File: src/rtl/mc_ctrl_pkg.sv
// Shared encodings for the multi-cycle MIPS control unit: states, opcodes,
// datapath mux encodings and the bundled control-word type.
package mc_ctrl_pkg;

    typedef enum logic [3:0] {
        S_FETCH   = 4'd0,
        S_DECODE  = 4'd1,
        S_MEMADR  = 4'd2,
        S_MEMRD   = 4'd3,
        S_MEMWB   = 4'd4,
        S_MEMWR   = 4'd5,
        S_EXECUTE = 4'd6,
        S_ALUWB   = 4'd7,
        S_BRANCH  = 4'd8,
        S_ADDIEX  = 4'd9,
        S_ADDIWB  = 4'd10,
        S_JUMP    = 4'd11
    } state_t;

    localparam logic [5:0] OP_RTYPE = 6'b000000;
    localparam logic [5:0] OP_LW    = 6'b100011;
    localparam logic [5:0] OP_SW    = 6'b101011;
    localparam logic [5:0] OP_BEQ   = 6'b000100;
    localparam logic [5:0] OP_BNE   = 6'b000101;
    localparam logic [5:0] OP_ADDI  = 6'b001000;
    localparam logic [5:0] OP_J     = 6'b000010;

    localparam logic [1:0] ALU_ADD   = 2'b00;
    localparam logic [1:0] ALU_SUB   = 2'b01;
    localparam logic [1:0] ALU_FUNCT = 2'b10;

    localparam logic [1:0] SRCB_B       = 2'b00;
    localparam logic [1:0] SRCB_FOUR    = 2'b01;
    localparam logic [1:0] SRCB_IMM     = 2'b10;
    localparam logic [1:0] SRCB_IMM_SH2 = 2'b11;

    localparam logic [1:0] PCSRC_ALU    = 2'b00;
    localparam logic [1:0] PCSRC_ALUOUT = 2'b01;
    localparam logic [1:0] PCSRC_JUMP   = 2'b10;

    typedef struct packed {
        logic       pc_write;
        logic       pc_write_cond;
        logic       branch_ne;
        logic       i_or_d;
        logic       mem_read;
        logic       mem_write;
        logic       ir_write;
        logic       mem_to_reg;
        logic       reg_dst;
        logic       reg_write;
        logic       alu_src_a;
        logic [1:0] alu_src_b;
        logic [1:0] alu_op;
        logic [1:0] pc_source;
        logic       instr_done;
    } ctrl_t;

endpackage

File: src/rtl/mc_ctrl_outdec.sv
// Moore output decode: control word as a pure function of the current state;
// opcode only picks the zero-test polarity while branching.
module mc_ctrl_outdec
    import mc_ctrl_pkg::*;
(
    input  state_t     state,
    input  logic [5:0] opcode,
    output ctrl_t      ctrl
);

    always_comb begin
        ctrl = '0;
        case (state)
            S_FETCH: begin
                ctrl.mem_read  = 1'b1;
                ctrl.ir_write  = 1'b1;
                ctrl.alu_src_b = SRCB_FOUR;
                ctrl.pc_write  = 1'b1;
            end
            S_DECODE: ctrl.alu_src_b = SRCB_IMM_SH2;
            S_MEMADR, S_ADDIEX: begin
                ctrl.alu_src_a = 1'b1;
                ctrl.alu_src_b = SRCB_IMM;
            end
            S_MEMRD: begin
                ctrl.i_or_d   = 1'b1;
                ctrl.mem_read = 1'b1;
            end
            S_MEMWB: begin
                ctrl.mem_to_reg = 1'b1;
                ctrl.reg_write  = 1'b1;
                ctrl.instr_done = 1'b1;
            end
            S_MEMWR: begin
                ctrl.i_or_d     = 1'b1;
                ctrl.mem_write  = 1'b1;
                ctrl.instr_done = 1'b1;
            end
            S_EXECUTE: begin
                ctrl.alu_src_a = 1'b1;
                ctrl.alu_op    = ALU_FUNCT;
            end
            S_ALUWB: begin
                ctrl.reg_dst    = 1'b1;
                ctrl.reg_write  = 1'b1;
                ctrl.instr_done = 1'b1;
            end
            S_BRANCH: begin
                ctrl.alu_src_a     = 1'b1;
                ctrl.alu_op        = ALU_SUB;
                ctrl.pc_source     = PCSRC_ALUOUT;
                ctrl.pc_write_cond = 1'b1;
                ctrl.instr_done    = 1'b1;
                ctrl.branch_ne     = (opcode == OP_BNE);
            end
            S_ADDIWB: begin
                ctrl.reg_write  = 1'b1;
                ctrl.instr_done = 1'b1;
            end
            S_JUMP: begin
                ctrl.pc_source  = PCSRC_JUMP;
                ctrl.pc_write   = 1'b1;
                ctrl.instr_done = 1'b1;
            end
            default: ctrl = '0;
        endcase
    end

endmodule

File: src/rtl/multicycle_control_fsm.sv
// Main control FSM of the multi-cycle MIPS CPU: sequences fetch/decode/execute
// and drives every datapath enable and mux select from the state register.
module multicycle_control_fsm
    import mc_ctrl_pkg::*;
#(
    parameter bit ENABLE_BNE = 1'b1,
    parameter int STATE_W    = 4
) (
    input  logic               clk,
    input  logic               rst,
    input  logic [5:0]         opcode,
    output logic [STATE_W-1:0] state,
    output logic               pc_write,
    output logic               pc_write_cond,
    output logic               branch_ne,
    output logic               i_or_d,
    output logic               mem_read,
    output logic               mem_write,
    output logic               ir_write,
    output logic               mem_to_reg,
    output logic               reg_dst,
    output logic               reg_write,
    output logic               alu_src_a,
    output logic [1:0]         alu_src_b,
    output logic [1:0]         alu_op,
    output logic [1:0]         pc_source,
    output logic               instr_done,
    output logic               illegal_op
);

    state_t state_reg, state_next;
    logic   illegal_reg, illegal_next;
    ctrl_t  dec_ctrl, ctrl;

    always_ff @(posedge clk or posedge rst) begin
        if (rst) begin
            state_reg   <= S_FETCH;
            illegal_reg <= 1'b0;
        end else begin
            state_reg   <= state_next;
            illegal_reg <= illegal_next;
        end
    end

    always_comb begin
        state_next   = S_FETCH;
        illegal_next = illegal_reg;
        case (state_reg)
            S_FETCH: state_next = S_DECODE;
            S_DECODE: begin
                case (opcode)
                    OP_LW, OP_SW: state_next = S_MEMADR;
                    OP_RTYPE:     state_next = S_EXECUTE;
                    OP_BEQ:       state_next = S_BRANCH;
                    OP_BNE: begin
                        if (ENABLE_BNE) state_next = S_BRANCH;
                        else            illegal_next = 1'b1;
                    end
                    OP_ADDI:      state_next = S_ADDIEX;
                    OP_J:         state_next = S_JUMP;
                    default:      illegal_next = 1'b1;
                endcase
            end
            S_MEMADR:  state_next = (opcode == OP_LW) ? S_MEMRD : S_MEMWR;
            S_MEMRD:   state_next = S_MEMWB;
            S_EXECUTE: state_next = S_ALUWB;
            S_ADDIEX:  state_next = S_ADDIWB;
            default:   state_next = S_FETCH;
        endcase
    end

    mc_ctrl_outdec u_outdec (
        .state  (state_reg),
        .opcode (opcode),
        .ctrl   (dec_ctrl)
    );

    // FETCH's enables would otherwise be live during reset; blank everything
    // combinationally so no write can slip out while rst is high.
    assign ctrl = rst ? '0 : dec_ctrl;

    assign state         = state_reg;
    assign illegal_op    = illegal_reg;
    assign pc_write      = ctrl.pc_write;
    assign pc_write_cond = ctrl.pc_write_cond;
    assign branch_ne     = ctrl.branch_ne;
    assign i_or_d        = ctrl.i_or_d;
    assign mem_read      = ctrl.mem_read;
    assign mem_write     = ctrl.mem_write;
    assign ir_write      = ctrl.ir_write;
    assign mem_to_reg    = ctrl.mem_to_reg;
    assign reg_dst       = ctrl.reg_dst;
    assign reg_write     = ctrl.reg_write;
    assign alu_src_a     = ctrl.alu_src_a;
    assign alu_src_b     = ctrl.alu_src_b;
    assign alu_op        = ctrl.alu_op;
    assign pc_source     = ctrl.pc_source;
    assign instr_done    = ctrl.instr_done;

endmodule

File: config.mk
export PLATFORM = sky130hd
export DESIGN_NAME = multicycle_control_fsm
export DESIGN_NICKNAME = d
export VERILOG_FILES = /design/src/rtl/mc_ctrl_pkg.sv /design/src/rtl/mc_ctrl_outdec.sv /design/src/rtl/multicycle_control_fsm.sv
export SDC_FILE = /design/constraint.sdc
export NUM_CORES = 1
export LEC_CHECK = 0
export CAP_MARGIN = 10
export CORE_UTILIZATION = 39
export DETAILED_ROUTE_END_ITERATION = 7
export PLACE_DENSITY = 0.83
export SETUP_SLACK_MARGIN = 0.05
export SLEW_MARGIN = 40
export SYNTH_ARGS = -nofsm -noshare
export SYNTH_HDL_FRONTEND = slang
export SYNTH_SLANG_ARGS = --single-unit
File: constraint.sdc
create_clock -name clk -period 4.25 [get_ports clk]
set_input_delay 0.85 -clock clk [delete_from_list [all_inputs] [get_ports clk]]
set_output_delay 0.85 -clock clk [all_outputs]
set_load 0.005 [all_outputs]
==> results.ini <==
[synth]
async_flop_share_pct = 100.0
synth-edff-count = 0
synthesis.area_sq_um = 519.2
syn_inst = 72
synth.distinct_cells = 32
synth_nets = 80
yosys_register_bits = 5
synth_seq_area_share_pct = 24.10
synthFlopType = dfrtp_1
synth.avg_cell_area_sq_um = 7.212
yosysWarningCount = 0

[power_and_ir_drop]
p_per_area_mw_per_mm2 = 346.8
power.total_mw = 0.2903
p_leak_nw = 0.3090
peakVddDrop_mv = 0.2599

[final_layout]
nNetsFinal = 109
ff_latch_area_sq_um = 125.1
stdcell_area_sq_um = 837.1
fin_util_pct = 71.47
fill_cells = 106
multi_input_area_sq_um = 356.6
antenna_cells = 0
area_growth_pct = 61.20
largest_reg_flops = 4
drive_gt1_share_pct = 10.00

[sta]
finalHoldViolCount = 0
period_minus_slack_ps = 3642
rsz0062_at_grt = false
worst_pin_slew_ps = 492.6
drv_slew = 0
finClkSkew_ps = 4.306
setup_viol = 0
max_freq_mhz = 274.6
post-route-period-util_pct = 85.70
slew_headroom_pct = 66.31
fin_setup_tns_ps = 0

[clock_tree]
postCtsSetupBuffers = 0
cts-root-buf = clkbuf_4
cts_buffer_depth = 2
cts-buffers-inserted = 3
cts_resized = 0
worst_setup_hold_path_clk_slew_ps = 40
hold_buffers = 0
h-tree-depth = 1
clock-sinks = 5
cts_tree = yes
clk_latency_ps = 240

[die]
dieArea_sq_mm = 0.001481
initial_core_util_pct = 44.34
core_sq_mm = 0.001171
die_w_um = 38.49
die_y_um = 38.49
ioPinCount = 31
rows = 12

[drt]
via_per_inst = 5.482
postRouteAntennaNets = 0
firstDrtPassIters = 4
vias = 625
drc_errors = 0
wl_per_cell_um = 12.00
drt_iter0_markers = 6
routed_wl_mm = 1.368

[setup_path]
required_ps = 3400
crit_path_end = branch_ne
reg2reg_from = state[2]
timing.rr.end = state[2]
setup.worst_path.start = rst
end_kind = output pin
rrSetupSlack_ps = 2700
r2r_cells = 3
path_max_fanout = 12
cp-start-kind = input pin
cp.arrival_ps = 2790
crit_type = in -> out

[grt]
antenna_found_initial = 0
grtUsageTotal_pct = 22.89
grt_remaining_overflow = 0
grt_pass1_vias = 557
grt_max_degree = 16
grt_pass1_wl_mm = 2.401

[placed_design]
numPortBuffers = 30
gp_congestion = 0.7527
dpl_cell_area_sq_um = 810.8
dp_hpwl_mm = 1.028

[outcome]
status = completed

[flow_run]
maxCapViolCount = 0

[hold_path]
hold_class = reg -> reg

metrics by stage:
stage / hold slack (ps) / setup slack, ps / instances
after floorplan: 454.3 / 1817 / 72
after global placement: 454.3 / 647.3 / 110
after detailed placement: 455.9 / 648.2 / 110
after CTS: 469.5 / 625.8 / 114
after global routing: 506.8 / 503.5 / 114
final: 466.9 / 607.8 / 114
cell usage after synthesis (2+ instances only):
master,instances,area (sq um)
nor2_1,12,45.04
dfrtp_1,5,125.1
nor3_1,5,25.02
clkbuf_1,4,15.01
nand2b_1,4,25.02
a21oi_1,3,15.01
inv_1,3,11.26
nand2_1,3,11.26
nor4_1,3,18.77
or2_2,3,18.77
and3_1,2,12.51
and3_2,2,15.01
nor2b_1,2,12.51
or3_1,2,12.51
xnor2_1,2,17.52
worst min-delay path by stage:
stage,start,end,slack (ps),cells after the start
2_1_floorplan,illegal_op,illegal_op,450,2
3_3_place_gp,illegal_op,illegal_op,450,2
3_5_place_dp,illegal_op,illegal_op,460,2
4_1_cts,illegal_op,illegal_op,470,2
5_1_grt,illegal_op,illegal_op,510,2
6_report,illegal_op,illegal_op,470,2
power breakdown:
group / switching, mW / internal (mW)
sequential: 0.0294 / 0.0564
combinational: 0.0591 / 0.0905
clock: 0.0194 / 0.0355
cell type report:
class	instances	area share (%)
clock buffers	4	3.139
well taps	14	2.093
inverters	3	1.345
flip-flops and latches	5	14.95
repair buffers	30	35.87
multi-input cells	58	42.60
kinds of logic (layout without fill, tap and decap cells):
family          count (synthesis)  count (layout)  synth area share (%)
buf+inv                         9              37                 7.228
compound gates                 14              14                 21.93
simple gates                   42              42                 43.37
xor+xnor                        2               2                 3.374
flops                           5               5                 24.10
critical path: stages:
cell	delay [ps]
clkdlybuf4s50_1	590
or3_1	450
nor2_1	210
and3_2	200
clkdlybuf4s50_1	500
cells in the final DEF (no fill, tap or decap):
cell type | synthesis | routed
a41oi_1 | 1 | 1
a211oi_1 | 1 | 1
o21a_1 | 1 | 1
inv_1 | 3 | 3
nand2_1 | 3 | 3
o21bai_1 | 1 | 1
o221ai_1 | 1 | 1
o21ba_2 | 1 | 1
clkdlybuf4s50_1 | 0 | 30
nor2b_1 | 2 | 2
o2111ai_1 | 1 | 1
xnor2_1 | 2 | 2
or2_2 | 3 | 3
nand3b_1 | 1 | 1
or4_1 | 1 | 1
clkbuf_1 | 4 | 1
a22oi_1 | 1 | 1
nor2_1 | 12 | 12
clkbuf_4 | 0 | 3
or3_1 | 2 | 2
nor4_1 | 3 | 3
a221oi_2 | 1 | 1
nor4b_1 | 1 | 1
and3_2 | 2 | 2
a21oi_1 | 3 | 3
o41ai_1 | 1 | 1
nand2b_1 | 4 | 4
nor3_1 | 5 | 5
and3_1 | 2 | 2
dfrtp_1 | 5 | 5
nand3_1 | 1 | 1
a2111oi_0 | 1 | 1
routing by layer:
layer	track usage [%]	wire, um
met1	27.66	582
met2	40.83	650
met3	4.651	126
met4	5.172	8
met5	0	0
Note: power is estimated with default switching activity, not from simulation.
